==> src/rtl/cpu_ctrl_pkg.sv <==
// Shared CPU control definitions: next-PC select encodings and pipeline action states.
package cpu_ctrl_pkg;

  localparam logic [2:0] PCSRC_SEQ = 3'b000;
  localparam logic [2:0] PCSRC_JR  = 3'b001;
  localparam logic [2:0] PCSRC_J   = 3'b010;
  localparam logic [2:0] PCSRC_BR  = 3'b011;

  typedef enum logic [1:0] {
    ACT_RUN,
    ACT_HAZARD,
    ACT_FREEZE,
    ACT_REDIRECT
  } action_e;

  // Any PCSrc with the MSB set selects the exception vector.
  function automatic logic is_exception(input logic [2:0] pcsrc);
    return pcsrc[2];
  endfunction

endpackage

==> src/rtl/sat_counter.sv <==
// Saturating up-counter with synchronous clear (clear beats increment).
module sat_counter #(
  parameter int unsigned W = 16
) (
  input  logic         clk,
  input  logic         rst_n,
  input  logic         inc,
  input  logic         clr,
  output logic [W-1:0] count
);

  logic [W-1:0] count_q, count_d;

  always_comb begin
    count_d = count_q;
    if (clr) begin
      count_d = '0;
    end else if (inc && (count_q != '1)) begin
      count_d = count_q + 1'b1;
    end
  end

  always_ff @(posedge clk or negedge rst_n) begin
    if (!rst_n) begin
      count_q <= '0;
    end else begin
      count_q <= count_d;
    end
  end

  assign count = count_q;

endmodule

==> src/rtl/pipeline_stall_ctrl.sv <==
// Pipeline write-enable/flush control with FREEZE > HAZARD > REDIRECT > RUN priority,
// saturating statistics counters and a sticky consecutive-stall watchdog.
module pipeline_stall_ctrl
  import cpu_ctrl_pkg::*;
#(
  parameter int unsigned STALL_LIMIT = 8,
  parameter int unsigned CNT_W       = 16
) (
  input  logic             clk,
  input  logic             reset,
  input  logic             DataHazard,
  input  logic [2:0]       PCSrc,
  input  logic             MemBusy,
  input  logic             CntClear,
  output logic             PC_Write,
  output logic             IF_ID_Write,
  output logic             IF_ID_Flush,
  output logic             ID_EX_Write,
  output logic             ID_EX_Flush,
  output logic             EX_MEM_Write,
  output logic             StallTimeout,
  output logic [CNT_W-1:0] StallCount,
  output logic [CNT_W-1:0] FlushCount,
  output logic [CNT_W-1:0] FreezeCount
);

  localparam int unsigned RUN_W = $clog2(STALL_LIMIT + 1);
  localparam logic [RUN_W-1:0] LIMIT = RUN_W'(STALL_LIMIT);

  action_e prev_state_q, state_d;
  logic [RUN_W-1:0] run_q, run_d;
  logic timeout_q, timeout_d;

  always_ff @(posedge clk or negedge reset) begin
    if (!reset) begin
      prev_state_q <= ACT_RUN;
      run_q        <= '0;
      timeout_q    <= 1'b0;
    end else begin
      prev_state_q <= state_d;
      run_q        <= run_d;
      timeout_q    <= timeout_d;
    end
  end

  always_comb begin
    state_d = ACT_RUN;
    if (MemBusy) begin
      state_d = ACT_FREEZE;
    end else if (DataHazard) begin
      state_d = ACT_HAZARD;
    end else if (PCSrc != PCSRC_SEQ) begin
      state_d = ACT_REDIRECT;
    end
  end

  always_comb begin
    PC_Write     = 1'b0;
    IF_ID_Write  = 1'b0;
    IF_ID_Flush  = 1'b0;
    ID_EX_Write  = 1'b0;
    ID_EX_Flush  = 1'b0;
    EX_MEM_Write = 1'b0;
    if (!reset) begin
      IF_ID_Flush = 1'b1;
      ID_EX_Flush = 1'b1;
    end else begin
      unique case (state_d)
        ACT_FREEZE: ;
        ACT_HAZARD: begin
          ID_EX_Write  = 1'b1;
          ID_EX_Flush  = 1'b1;
          EX_MEM_Write = 1'b1;
        end
        ACT_REDIRECT: begin
          PC_Write     = 1'b1;
          IF_ID_Write  = 1'b1;
          IF_ID_Flush  = 1'b1;
          ID_EX_Write  = 1'b1;
          ID_EX_Flush  = is_exception(PCSrc);
          EX_MEM_Write = 1'b1;
        end
        default: begin
          PC_Write     = 1'b1;
          IF_ID_Write  = 1'b1;
          ID_EX_Write  = 1'b1;
          EX_MEM_Write = 1'b1;
        end
      endcase
    end
  end

  // A hazard run continues only across HAZARD or FREEZE cycles; anything else restarts it.
  always_comb begin
    run_d     = run_q;
    timeout_d = timeout_q;
    if (CntClear) begin
      run_d     = '0;
      timeout_d = 1'b0;
    end else begin
      unique case (state_d)
        ACT_HAZARD: begin
          if (prev_state_q != ACT_HAZARD && prev_state_q != ACT_FREEZE) begin
            run_d = RUN_W'(1);
          end else if (run_q < LIMIT) begin
            run_d = run_q + 1'b1;
          end
        end
        ACT_FREEZE: ;
        default: run_d = '0;
      endcase
      if (run_d >= LIMIT) begin
        timeout_d = 1'b1;
      end
    end
  end

  assign StallTimeout = timeout_q;

  sat_counter #(.W(CNT_W)) u_stall_cnt (
    .clk   (clk),
    .rst_n (reset),
    .inc   (state_d == ACT_HAZARD),
    .clr   (CntClear),
    .count (StallCount)
  );

  sat_counter #(.W(CNT_W)) u_flush_cnt (
    .clk   (clk),
    .rst_n (reset),
    .inc   (state_d == ACT_REDIRECT),
    .clr   (CntClear),
    .count (FlushCount)
  );

  sat_counter #(.W(CNT_W)) u_freeze_cnt (
    .clk   (clk),
    .rst_n (reset),
    .inc   (state_d == ACT_FREEZE),
    .clr   (CntClear),
    .count (FreezeCount)
  );

endmodule

==> config.mk <==
export PLATFORM = sky130hd
export DESIGN_NAME = pipeline_stall_ctrl
export DESIGN_NICKNAME = d
export VERILOG_FILES = /design/src/rtl/cpu_ctrl_pkg.sv /design/src/rtl/sat_counter.sv /design/src/rtl/pipeline_stall_ctrl.sv
export SDC_FILE = /design/constraint.sdc
export NUM_CORES = 1
export LEC_CHECK = 0
export ABC_AREA = 0
export CORE_ASPECT_RATIO = 2
export CORE_MARGIN = 3
export CORE_UTILIZATION = 30
export CTS_CLUSTER_DIAMETER = 120
export CTS_CLUSTER_SIZE = 24
export DETAILED_ROUTE_END_ITERATION = 8
export HOLD_SLACK_MARGIN = 0.08
export SLEW_MARGIN = 20
export SYNTH_ARGS = -nofsm -noshare
export SYNTH_HDL_FRONTEND = slang
export SYNTH_SLANG_ARGS = --single-unit
==> constraint.sdc <==
create_clock -name clk -period 1.8 [get_ports clk]
set_input_delay 0.54 -clock clk [delete_from_list [all_inputs] [get_ports clk]]
set_output_delay 0.54 -clock clk [all_outputs]
set_load 0.1 [all_outputs]
==> run_results.csv, run 1 <==
group,metric,value,unit
status,outcome,"finished, violations left",
status,violations,"negative setup slack",
flow_run,drv_cap,0,
pwr,power_switching,781,uW
timing,final.setup.tns,-0.0982,ns
grt,antenna_found_initial,0,
cts,clockBufferDepth,2,
finish,nNetsFinal,472,
logic_synthesis,yosysUniqueCellTypes,52,
cts,cts.sinks,55,
finish,antennaDiodeCount,0,
pwr,finalPower,2.91,mW
placement,io_buffers,62,
critical_path,crit_required,1.26,ns
routing,drt_iter0_drc,199,
placement,pre_cts_slack,-0.589,ns
placement,routabilityCongestion,0.799,
logic_synthesis,syn-num-nets,357,
cts,clk-insertion-delay-late,0.30,ns
pwr,peakVddDrop,449,uV
pwr,pwr-share-seq,43.9,%
grt,overflow,0,
floorplanning,die-width,79.5,microns
timing,worst_pin_slew,0.374,ns
pwr,pwr-share-clk,41.0,%
pwr,combPwrFrac,15.1,%
cts,cts_tree,"yes",
cts,h-tree-depth,2,
cts,cts_made_buffers,5,
grt,grt_pass1_wl,15.6,mm
floorplanning,io_pins,63,
logic_synthesis,ys_ff_latch,55,
timing,setup_slack,-0.0817,ns
placement,dpl.hpwl,7.14,mm
logic_synthesis,synth_cells,345,
routing,routed_wirelength,9.57,mm
grt,grt_max_degree,35,
finish,most-common-layout-cells,"58 x buf_4, 57 x buf_12, 36 x dfrtp_4",
grt,gr-usage-all-layers,16.1,%
timing,relSlewSlack,74.4,%
floorplanning,fp-row-count,53,
finish,drive_above_1_share,47.5,%
routing,firstDrtPassIters,4,
timing,fin_crit_sh,105,%
logic_synthesis,synth-seq-area-share,42.5,%
logic_synthesis,syn_area_per_cell,9.39,sq um
pwr,internal_power,2.13,mW
timing,rsz0062_at_grt,"true",
logic_synthesis,synthesis.area,3240,sq um
min_path,min_path_type,"in -> async",
critical_path,endpoint_kind,"output port",
timing,skew,0.00753,ns
pwr,power.switching_fraction,26.8,%
finish,design_area,5510,sq um
critical_path,timing_worst_setup_path_type,"in -> out",
timing,setup_viol,3,
routing,final_antenna_net_count,0,
pwr,leakage,2.13,nW
cts,clk_pin_slew,0.07,ns
timing,min_period,1.88,ns
routing,drc,0,
floorplanning,die_h,153,microns
logic_synthesis,synth_edf_count,0,
critical_path,worstPathMaxFanout,2,
routing,vias_per_cell,5.38,
routing,vias,3218,
logic_synthesis,synth_ff_type,"dfrtp_1",
routing,wl_per_cell,16.0,microns
logic_synthesis,ys_warn_count,0,
floorplanning,core-area,10500,sq um
finish,final_common_cell,"buf_4",
critical_path,critPathArrivalTime,1.34,ns
logic_synthesis,synthArstFlopShare,100,%
cts,cts_root_buffer,"clkbuf_16",
floorplanning,start_util,30.7,%
finish,final_util,52.2,%
pwr,powerDensity,528,nW/um^2
timing,fmax,531,MHz
timing,maxSlewViolCount,0,
grt,grt_pass1_vias,3271,
placement,placed_area,5180,sq um
floorplanning,die_area,12200,sq um
critical_path,worst_setup_path_start_kind,"input pin",
timing,hold_viol,0,
finish,synthToLayoutAreaGrowth,70.0,%
## registers in the layout, summed over array words and instances (netlist names)
name / flops
u_freeze_cnt.count: 16
u_stall_cnt.count: 16
run_q: 4
StallTimeout: 1
u_flush_cnt.count: 16
prev_state_q: 2
## routing by layer
layer / up-vias / wire, microns / GRT usage, %
li1: 1528 / - / -
met3: 15 / 267 / 2.59
met2: 67 / 5570 / 30.4
met4: 0 / 263 / 7.46
met1: 1608 / 3470 / 16.6
met5: - / 0 / 0
## timing repair
item	in CTS	in global routing
setup endpoints to repair	41	28
hold buffers	1	0
hold endpoints to repair	1	0
gates resized for setup	31	11
setup buffers	6	5
pin swaps	9	7
## worst paths after layout
check,startpoint,end,slack [ns],cells after the start
setup / recovery,PCSrc[1],IF_ID_Flush,-0.08,5
hold / removal,reset,u_flush_cnt.count[1],0.24,2
setup reg to reg,u_flush_cnt.count[8],u_flush_cnt.count[12],0.05,5
hold reg to reg,u_freeze_cnt.count[14],u_freeze_cnt.count[14],0.55,1
max in group asynchronous,reset,u_freeze_cnt.count[2],0.98,2
min in group clk,PCSrc[0],prev_state_q[0],0.49,3
## cell type report
class / count / area (sq um)
flip-flops and latches: 55 / 1530
inverters: 8 / 30.0
well taps: 137 / 171
repair buffers: 126 / 1680
clock buffers: 6 / 139
clock inverters: 2 / 38.8
fillers: 905 / 5040
multi-input cells: 264 / 1930
## power by group through the flow
stage | registers, mW | logic (mW) | clock network (mW)
final | 1.28 | 0.440 | 1.19
after global routing | 1.28 | 0.465 | 1.27
after CTS | 1.28 | 0.444 | 1.23
after detailed placement | 1.30 | 0.425 | 0
after global placement | 1.30 | 0.419 | 0
after floorplan | 1.37 | 0.175 | 0
## logic make-up after synthesis
group,count (synthesis),synth area share (%)
adders and majority gates,4,1.55
AOI/OAI and AO/OA,75,15.1
xor gates and xnor gates,3,0.811
muxes,19,6.41
buffers and inverters,26,3.71
and+or+nand+nor,163,30.0
DFF,55,42.5
## worst max-delay path, cell delays in order
cell	delay (ns)
buf_6	0.09
or3_4	0.40
nand2_4	0.10
nand2_8	0.05
buf_12	0.16
## metrics by stage
step                instances  hold WS [ns]
floorplan                 345         0.244
global placement          579         0.379
detailed placement        579         0.377
CTS                       594         0.237
global route              598         0.228
finish                    598         0.240
## synthesized netlist by cell type (10+ instances only)
| library cell | count | area [sq um] |
|---|---|---|
| a21oi_1 | 32 | 160 |
| clkbuf_1 | 11 | 41.3 |
| nor2b_1 | 15 | 93.8 |
| dfrtp_1 | 55 | 1380 |
| nand2_1 | 17 | 63.8 |
| o31ai_1 | 11 | 82.6 |
| or4_1 | 12 | 90.1 |
| nand3_1 | 16 | 80.1 |
| nor3_1 | 10 | 50.1 |
| mux2_1 | 11 | 124 |
| nor2_1 | 33 | 124 |
| nand4_1 | 14 | 87.6 |
(Power assumes the default switching activity.)
==> run 2: changes to the inputs <==
--- a/config.mk
+++ b/config.mk
@@ -8,11 +8,12 @@
 export ABC_AREA = 0
 export CORE_ASPECT_RATIO = 2
 export CORE_MARGIN = 3
-export CORE_UTILIZATION = 30
+export CORE_UTILIZATION = 52
 export CTS_CLUSTER_DIAMETER = 120
 export CTS_CLUSTER_SIZE = 24
 export DETAILED_ROUTE_END_ITERATION = 8
 export HOLD_SLACK_MARGIN = 0.08
+export PLACE_DENSITY = 0.8
 export SLEW_MARGIN = 20
 export SYNTH_ARGS = -nofsm -noshare
 export SYNTH_HDL_FRONTEND = slang
==> run 2 against run 1 <==
Net effect:
- the flow still finishes with violations (negative setup slack)
- largest cell class unchanged
- routed wire length rose by 15%
- sequential share of layout area rose by 1.1 points
- global-route usage rose by 14 points
- critical endpoint unchanged
- first-iteration DRC count rose by 52%
==> run_results.csv, run 2 (same netlist as run 1, synthesis figures left out) <==
group,metric,value,unit
critical_path,crit_required,1.26,ns
finish,antennaDiodeCount,0,
floorplanning,core-area,6010,sq um
pwr,leakage,2.03,nW
routing,wl_per_cell,21.4,microns
pwr,power_switching,771,uW
critical_path,worstPathMaxFanout,2,
critical_path,crit_family,"simple AND/OR/NAND/NOR gates",
status,outcome,"finished, violations left",
placement,dpl.hpwl,7.23,mm
timing,setup_slack,-0.163,ns
placement,pre_cts_slack,-0.664,ns
grt,grt_pass1_wl,16.8,mm
timing,setup_viol,1,
grt,gr-usage-all-layers,30.0,%
floorplanning,die-width,61.8,microns
pwr,powerDensity,510,nW/um^2
cts,cts_root_buffer,"clkbuf_16",
routing,drt_iter0_drc,302,
pwr,combPwrFrac,16.3,%
cts,clk-insertion-delay-late,0.30,ns
critical_path,r2r_setup_slack,0,ns
cts,clockBufferDepth,2,
floorplanning,io_pins,63,
critical_path,worstPathCellList,"buf_6, or3_4, nand2_4, nand2_8, buf_12",
cts,cts_tree,"yes",
timing,rsz0062_at_grt,"true",
floorplanning,die_area,7270,sq um
routing,vias_per_cell,6.61,
pwr,power.switching_fraction,28.5,%
floorplanning,start_util,53.9,%
timing,min_period,1.96,ns
finish,synthToLayoutAreaGrowth,63.6,%
cts,h-tree-depth,2,
finish,design_area,5300,sq um
finish,most-common-layout-cells,"56 x buf_12, 54 x buf_4, 36 x dfrtp_4",
routing,routed_wirelength,11.0,mm
placement,placed_area,5000,sq um
timing,fin_crit_sh,109,%
routing,firstDrtPassIters,6,
pwr,peakVddDrop,643,uV
routing,drc,0,
flow_run,drv_cap,0,
critical_path,reg2reg_to,"u_stall_cnt.count[12]",
pwr,internal_power,1.93,mW
critical_path,r2r-start,"u_stall_cnt.count[1]",
floorplanning,die_h,118,microns
pwr,pwr-share-clk,36.5,%
critical_path,cp.depth,5,
floorplanning,fp-row-count,40,
critical_path,critPathArrivalTime,1.42,ns
pwr,pwr-share-seq,47.2,%
critical_path,path_buf_inv,2,
critical_path,timing_worst_setup_path_type,"in -> out",
finish,final_util,88.3,%
grt,overflow,0,
cts,cts.sinks,55,
critical_path,worst_setup_path_start_kind,"input pin",
cts,clk_pin_slew,0.07,ns
critical_path,endpoint_kind,"output port",
timing,fmax,509,MHz
grt,grt_pass1_vias,3509,
status,violations,"negative setup slack",
finish,nNetsFinal,465,
placement,io_buffers,62,
min_path,min_path_type,"in -> async",
grt,grt_max_degree,43,
cts,cts_made_buffers,5,
timing,skew,0.00803,ns
routing,final_antenna_net_count,0,
routing,vias,3418,
timing,worst_pin_slew,0.432,ns
critical_path,reg2regPathDepth,5,
critical_path,cp_slowest_cell,"or3_4",
timing,relSlewSlack,70.9,%
critical_path,slowest_delay,0.42,ns
timing,hold_slack,0.385,ns
grt,antenna_found_initial,0,
timing,maxSlewViolCount,0,
placement,routabilityCongestion,0.873,
finish,final_common_cell,"buf_12",
timing,hold_viol,0,
finish,drive_above_1_share,47.4,%
-- run 2: area by class of cell --
| class | count | area [sq um] |
|---|---|---|
| Timing Repair Buffer | 119 | 1600 |
| Fill cell | 269 | 706 |
| Multi-Input combinational cell | 264 | 1920 |
| Tap cell | 63 | 78.8 |
| Inverter | 8 | 30.0 |
| Clock buffer | 6 | 129 |
| Clock inverter | 2 | 12.5 |
| Sequential cell | 55 | 1530 |
-- run 2: worst max-delay path by stage --
stage / from / end
finish: PCSrc[0] / IF_ID_Flush
global route: PCSrc[0] / IF_ID_Flush
CTS: PCSrc[2] / IF_ID_Flush
detailed placement: MemBusy / u_stall_cnt.count[12]
global placement: MemBusy / u_stall_cnt.count[5]
floorplan: MemBusy / ID_EX_Write
-- run 2: stage by stage --
step / cells / setup TNS (ns) / power, mW
5_1_grt: 517 / -0.232 / 2.76
3_3_place_gp: 496 / -23.96 / 1.71
4_1_cts: 508 / -0.262 / 2.70
6_report: 517 / -0.163 / 2.70
2_1_floorplan: 345 / -1.25 / 1.55
3_5_place_dp: 496 / -25.63 / 1.72
-- run 2: repair_timing --
item                                   in CTS  in global routing
endpoints found under the hold margin       1                  0
gates resized for setup                    27                 14
buffers inserted                            3                 10
setup endpoints to repair                  47                 20
pin swaps                                   5                  9
hold buffers                                1                  0
-- run 2: power by group through the flow --
stage | registers [mW] | clock network (mW) | logic (mW)
global placement | 1.30 | 0 | 0.404
finish | 1.28 | 0.986 | 0.441
detailed placement | 1.30 | 0 | 0.414
CTS | 1.28 | 0.994 | 0.427
floorplan | 1.37 | 0 | 0.175
global route | 1.28 | 1.03 | 0.463
-- run 2: layer usage --
metal	GRT usage, %	wire (microns)	vias up
met2	52.5	6060	180
met4	16.1	756	0
met3	5.49	562	58
met1	31.5	3660	1668
li1	-	-	1512
met5	0	0	-
==> run 3: changes to the inputs <==
--- a/config.mk
+++ b/config.mk
@@ -6,14 +6,16 @@
 export NUM_CORES = 1
 export LEC_CHECK = 0
 export ABC_AREA = 0
+export CELL_PAD_IN_SITES_DETAIL_PLACEMENT = 1
+export CELL_PAD_IN_SITES_GLOBAL_PLACEMENT = 1
 export CORE_ASPECT_RATIO = 2
 export CORE_MARGIN = 3
-export CORE_UTILIZATION = 52
+export CORE_UTILIZATION = 40
 export CTS_CLUSTER_DIAMETER = 120
 export CTS_CLUSTER_SIZE = 24
 export DETAILED_ROUTE_END_ITERATION = 8
 export HOLD_SLACK_MARGIN = 0.08
-export PLACE_DENSITY = 0.8
+export PLACE_DENSITY_LB_ADDON = 0.1
 export SLEW_MARGIN = 20
 export SYNTH_ARGS = -nofsm -noshare
 export SYNTH_HDL_FRONTEND = slang
==> run 3 against run 2 <==
Net effect:
- the flow still finishes with violations (negative setup slack)
- sequential power about the same
- utilization decreased by 15 points
- power grew 14%
- global-route usage increased by 1.7 points
- combinational power up 12%
- die area increased by 28%
- via count up 13%
- non-clock buffer count is 18 higher
==> run_results.csv, run 3 (same netlist as run 1, synthesis figures left out) <==
group,metric,value,unit
floorplanning,die_area,9280,sq um
routing,routed_wirelength,18.6,mm
pwr,pwr-share-seq,41.4,%
pwr,power_switching,854,uW
routing,drc,0,
pwr,leakage,2.19,nW
critical_path,r2r_setup_slack,-0.16,ns
placement,io_buffers,62,
routing,firstDrtPassIters,5,
pwr,pwr-share-clk,42.5,%
routing,wl_per_cell,32.8,microns
grt,grt_pass1_vias,4033,
floorplanning,io_pins,63,
timing,rsz0062_at_grt,"true",
routing,vias,3879,
critical_path,worst_setup_path_start_kind,"flip-flop",
finish,most-common-layout-cells,"71 x buf_4, 56 x buf_12, 36 x dfrtp_4",
pwr,internal_power,2.24,mW
finish,drive_above_1_share,54.4,%
grt,grt_pass1_wl,22.9,mm
cts,clk-insertion-delay-late,0.31,ns
critical_path,path_buf_inv,1,
pwr,finalPower,3.09,mW
critical_path,worstPathCellList,"nand4_1, nor4_4, buf_4, o21ai_0, a21oi_2",
floorplanning,die-width,69.6,microns
cts,clk_pin_slew,0.08,ns
timing,maxSlewViolCount,0,
finish,synthToLayoutAreaGrowth,75.0,%
cts,cts_tree,"yes",
critical_path,endpoint_kind,"flip-flop",
timing,setup_viol,28,
grt,antenna_found_initial,0,
timing,relSlewSlack,67.9,%
critical_path,critPathArrivalTime,2.18,ns
floorplanning,core-area,7710,sq um
critical_path,crit_required,2.02,ns
routing,vias_per_cell,6.85,
routing,drt_iter0_drc,440,
grt,grt_max_degree,24,
critical_path,timing_worst_setup_path_type,"reg -> reg",
timing,worst_pin_slew,0.479,ns
timing,hold_viol,0,
floorplanning,die_h,133,microns
cts,h-tree-depth,2,
finish,final_common_cell,"buf_4",
placement,place_inst,538,
pwr,powerDensity,545,nW/um^2
cts,cts.sinks,55,
critical_path,reg2regPathDepth,5,
critical_path,cp.depth,5,
routing,final_antenna_net_count,0,
status,outcome,"finished, violations left",
placement,routabilityCongestion,0.827,
critical_path,slowest_delay,0.51,ns
pwr,peakVddDrop,969,uV
cts,cts_made_buffers,5,
cts,cts_root_buffer,"clkbuf_16",
timing,fin_crit_sh,109,%
critical_path,worstPathMaxFanout,11,
timing,fmax,511,MHz
timing,setup_slack,-0.157,ns
min_path,min_path_type,"in -> async",
finish,nNetsFinal,483,
finish,stdcell_count,566,
flow_run,drv_cap,0,
pwr,power.switching_fraction,27.6,%
grt,overflow,0,
finish,antennaDiodeCount,0,
critical_path,cp_slowest_cell,"dfrtp_4",
placement,dpl.hpwl,9.28,mm
critical_path,crit_family,"simple AND/OR/NAND/NOR gates",
grt,gr-usage-all-layers,31.7,%
cts,clockBufferDepth,2,
status,violations,"negative setup slack",
pwr,combPwrFrac,16.0,%
floorplanning,start_util,42.0,%
cts,postCtsHoldBufs,0,
timing,min_period,1.96,ns
timing,skew,0.00626,ns
floorplanning,fp-row-count,45,
run 3: cell count changes in the layout (fill, tap and decap cells not counted), sizes merged:
cell	change
clkinv	-1
bufinv	+2
dlygate4sd3	-1
clkinvlp	-1
buf	+19
run 3: worst paths after layout:
path                                        start               endpoint
setup / recovery           u_freeze_cnt.count[12]  u_freeze_cnt.count[4]
hold / removal                              reset  u_flush_cnt.count[10]
setup reg to reg           u_freeze_cnt.count[12]  u_freeze_cnt.count[4]
hold reg to reg                      StallTimeout           StallTimeout
max in group asynchronous                   reset  u_freeze_cnt.count[2]
min in group clk                         PCSrc[0]        prev_state_q[0]
run 3: timing repair:
item / CTS / global route
pin swaps: 7 / 28
gates resized for setup: 36 / 38
setup buffers: 9 / 12
endpoints found under the hold margin: 0 / 0
setup endpoints to repair: 53 / 29
run 3: area by class of cell:
class | instances | area, sq um
Multi-Input combinational cell | 264 | 2060
Fill cell | 715 | 2050
Timing Repair Buffer | 137 | 1750
Sequential cell | 55 | 1530
Clock buffer | 6 | 129
Tap cell | 94 | 118
Clock inverter | 2 | 60.1
Inverter | 8 | 30.0
run 3: metal layers:
| metal | up-vias | track usage [%] | wire length [microns] |
|---|---|---|---|
| met3 | 104 | 4.98 | 1070 |
| met4 | 0 | 18.4 | 1380 |
| met5 | - | 0 | 0 |
| met1 | 1976 | 31.2 | 6300 |
| li1 | 1549 | - | - |
| met2 | 250 | 60.6 | 9820 |
run 3: per-stage QoR:
step	utilization, %	setup TNS [ns]	setup slack [ns]	instance area, sq um	hold WS (ns)
final	73.5	-2.13	-0.157	5670	0.295
after global routing	73.5	-3.50	-0.235	5670	0.297
after CTS	70.4	-0.369	-0.114	5430	0.287
after detailed placement	66.5	-27.19	-0.689	5130	0.555
after global placement	66.5	-23.45	-0.641	5130	0.550
after floorplan	-	-1.25	-0.338	3590	0.244
run 3: power by group through the flow:
| stage | clock [mW] | sequential, mW | combinational [mW] |
|---|---|---|---|
| global placement | 0 | 1.30 | 0.414 |
| CTS | 1.30 | 1.28 | 0.451 |
| detailed placement | 0 | 1.30 | 0.432 |
| global route | 1.36 | 1.28 | 0.513 |
| floorplan | 0 | 1.37 | 0.175 |
| finish | 1.32 | 1.28 | 0.496 |
==> patch 1: new RTL, flow settings as in run 2 <==
The parameter `STALL_LIMIT` goes from 8 to 16.
--- a/src/rtl/pipeline_stall_ctrl.sv
+++ b/src/rtl/pipeline_stall_ctrl.sv
@@ -4,5 +4,5 @@
   import cpu_ctrl_pkg::*;
 #(
-  parameter int unsigned STALL_LIMIT = 8,
+  parameter int unsigned STALL_LIMIT = 16,
   parameter int unsigned CNT_W       = 16
 ) (
Function: changed (Yosys sat finds a counterexample within 10 cycles, from zero or initial values and one cycle with reset low).
==> patch 1 against run 2 <==
The flow finishes with violations (design-rule violations, negative setup slack); clock power grew 4%; die area shrank 1.1%; area after synthesis shrank 1.2%; critical path type is now reg2reg; sequential cell count grew 1; routed wire length grew 65%; setup slack lost 0.13 ns; sequential share of layout area shrank 1.6 points; hold slack lost 0.053 ns; power grew 4.0%; cell count grew 5.6%; global-route usage grew 9.7 points; critical path depth grew 1; design area grew 7.8%.
==> patch 1: results (changes against run 2) <==
status:
  violations: "design-rule violations, negative setup slack"
  status: "complete, but fails checks"
route:
  drt_iter0_markers: 1064  # +250%
  totalWireLength_mm: 18.2  # +65%
  via_per_inst: 8.07  # +22%
  drt_pass1_iterations: 9  # +3
  drc: 11  # +11
clock_network:
  clk_pin_slew_ns: 0.08
  cts_htree_levels: 2  # unchanged
pwr:
  irDropWorstVdd_v: 0.000579  # -10%
  netSwitchingPower_w: 0.000802  # +4.0%
setup_path:
  reg2reg_slack_ns: -0.30  # -0.30 ns
  timing.rr.start: "u_freeze_cnt.count[13]"
  reg2reg_depth: 6  # +1
  critical_path_arrival_ns: 2.30  # +0.88 ns
  timing.rr.end: "u_freeze_cnt.count[10]"
  cp_max_fo: 7  # +5
placed_design:
  placedCellCount: 515  # +3.8%
  gp_congestion: 0.941  # +7.8%
  port_buffers: 62  # unchanged
  hpwl_mm: 7.43  # +2.8%
grt:
  grt_pass1_vias: 3964  # +13%
  grt_pass1_wl_mm: 20.9  # +25%
  grt_usage_pct: 39.7  # +9.7 points
synthesis:
  ys_top_cells_by_area: "dfrtp_1 (44%), a21oi_1 (5.3%), or4_1 (4.0%)"
  synth_common_cells: "dfrtp_1 (56), a21oi_1 (34), nor2_1 (28), nand2_1 (21), or4_1 (17)"
  syn_area_per_cell_um2: 9.19  # -2.1%
  synth_seq_area_share_pct: 43.8  # +1.3 points
  synth_cell_types: 47  # -9.6%
finish:
  drive_above_1_share_pct: 53.8  # +6.5 points
  finalNonFillerCells: 546  # +5.6%
sta:
  setup_tns_ns: -4.02  # -3.85 ns
  layout_setup_ws_ns: -0.295  # -0.132 ns
  setup_viol: 31  # +30
  slew_headroom_pct: 54.0  # -17 points
  clock_skew_ns: 0.0108  # +0.00273 ns
==> patch 1: area by class of cell <==
| class | instances | area, um^2 |
|---|---|---|
| Clock buffer | 8 | 146 |
| Multi-Input combinational cell | 266 | 2050 |
| Timing Repair Buffer | 145 | 1850 |
| Sequential cell | 56 | 1560 |
| Tap cell | 61 | 76.3 |
| Fill cell | 78 | 141 |
| Inverter | 10 | 37.5 |
==> patch 1: kinds of logic (layout without fill, tap and decap cells) <==
kind of cell	count (synthesis)	in the layout	share of synthesized area [%]
AOI/OAI and AO/OA	84	84	16.2
xor gates and xnor gates	3	3	0.821
adders and majority gates	4	4	1.56
buffers and inverters	26	163	3.32
DFF	56	56	43.8
muxes	16	16	5.48
and+or+nand+nor	159	159	28.8
==> patch 1: worst max-delay path by stage <==
stage | start | to | cells after the start
6_report | u_freeze_cnt.count[13] | u_freeze_cnt.count[10] | 6
5_1_grt | u_freeze_cnt.count[14] | u_freeze_cnt.count[10] | 6
4_1_cts | PCSrc[2] | IF_ID_Flush | 6
3_5_place_dp | MemBusy | u_flush_cnt.count[12] | 6
3_3_place_gp | MemBusy | u_flush_cnt.count[14] | 6
2_1_floorplan | MemBusy | ID_EX_Write | 4
==> patch 1: stage by stage <==
stage          power, W  area (um^2)  setup WS (ns)  hold slack, ns
3_5_place_dp    0.00173         5190         -0.773           0.560
2_1_floorplan   0.00157         3650         -0.358           0.244
3_3_place_gp    0.00172         5190         -0.687           0.552
4_1_cts         0.00273         5490         -0.170           0.292
6_report        0.00281         5710         -0.295           0.332
5_1_grt         0.00286         5710         -0.493           0.316
==> patch 1: critical path: stages (launching register included) <==
cell and delay [ns]:
dfrtp_4 0.44, nand4_1 0.26, buf_6 0.25, nor4_4 0.45, buf_4 0.22, o31ai_1 0.12
a21oi_1 0.25
==> patch 1: power groups by stage <==
stage	logic (W)	registers, W	clock network (W)
final	0.000467	0.00131	0.00103
after global routing	0.000475	0.00131	0.00107
after CTS	0.000426	0.00131	0.00100
after detailed placement	0.000398	0.00133	0
after global placement	0.000389	0.00133	0
after floorplan	0.000170	0.00140	0
==> patch 1: what timing repair did <==
action                     4_1_cts  5_1_grt
buffers inserted                10       14
gates resized for setup         40       31
setup endpoints to repair       54       35
gates cloned                     1        0
pin swaps                       11       18
==> patch 1: metal layers <==
| layer | part of all wire, % | GRT usage [%] |
|---|---|---|
| met3 | 13 | 8.78 |
| met2 | 47 | 67.0 |
| met5 | 0 | 0 |
| met1 | 29 | 42.1 |
| met4 | 11 | 26.9 |
==> patch 2: new RTL, config.mk and constraints of run 2 <==
Made on the original files. Re-encode `action_e` (4 values) as one-hot, 4 bits wide.
--- a/src/rtl/cpu_ctrl_pkg.sv
+++ b/src/rtl/cpu_ctrl_pkg.sv
@@ -7,9 +7,9 @@
   localparam logic [2:0] PCSRC_BR  = 3'b011;
 
-  typedef enum logic [1:0] {
-    ACT_RUN,
-    ACT_HAZARD,
-    ACT_FREEZE,
-    ACT_REDIRECT
+  typedef enum logic [3:0] {
+    ACT_RUN      = 4'b0001,
+    ACT_HAZARD   = 4'b0010,
+    ACT_FREEZE   = 4'b0100,
+    ACT_REDIRECT = 4'b1000
   } action_e;
 
Function: no difference found for any inputs over 10 cycles, from zero or initial values and one cycle with reset low; not proved beyond that.
==> patch 2 against run 2 <==
The run now fails in 5_1_grt; area after synthesis increased by 0.89%.
==> patch 2: results (changes against run 2) <==
status:
  lastStage: "5_1_grt"
  error_line: "[ERROR DPL-0038] Utilization greater than 100%, impossible to legalize"
  status: "did not finish"
synthesis:
  ys.flop_type: "dfrtp_1"
  synthArstFlopShare_pct: 100  # unchanged
  ys_top_cells_by_area: "dfrtp_1 (43%), a21oi_1 (5.5%), mux2_2 (5.5%)"
  synth_seq_area_share_pct: 43.7  # +1.2 points
  synth_common_cells: "dfrtp_1 (56), a21oi_1 (36), nor2_1 (27), o31ai_1 (19), or4_1 (19)"
  ys_warn_count: 0  # unchanged
  synth_cell_types: 48  # -7.7%
  syn_area_per_cell_um2: 9.45  # +0.60%
  synth_nets: 358  # +0.28%
sta:
  worst-ep-kind: "register data pin"
  worst_endpoint: "u_freeze_cnt.count[15]$_DFFE_PN0P_/D"
grt:
  grt_max_degree: 39
placed_design:
  hpwl_mm: 7.61  # +5.4%
  port_buffers: 62  # unchanged
  gp_congestion: 0.814  # -6.8%
  placed_area_um2: 5310  # +6.2%
clock_network:
  cts.sinks: 57  # +3.6%
  cts_htree_levels: 3  # +1
  clk_path_buf_depth: 2  # unchanged
  clockRootBuffer: "clkbuf_16"
  cts_buffers: 9  # +4
-- patch 2: logic make-up after synthesis --
kind of cell	after synthesis	share of synthesized area, %
AND/OR/NAND/NOR	158	29.4
AO/OA/AOI/OAI	77	14.7
multiplexers	18	6.13
flip-flops	57	43.7
buffers and inverters	30	4.02
XOR/XNOR	2	0.536
adder cells (fa/ha/maj)	4	1.53
-- patch 2: metrics by stage --
step           std cells  setup TNS, ns  hold WS, ns  worst slack [ns]
3_3_place_gp         530         -24.51        0.404            -0.676
4_1_cts              561         -0.134        0.243           -0.0944
2_1_floorplan        346          -3.42        0.244            -0.334
3_5_place_dp         530         -27.98        0.407            -0.690
-- patch 2: timing repair --
item	4_1_cts
pin swaps	13
cloned	0
hold buffers	1
gates resized for setup	46
setup endpoints to repair	53
buffers inserted	14
hold endpoints to repair	3
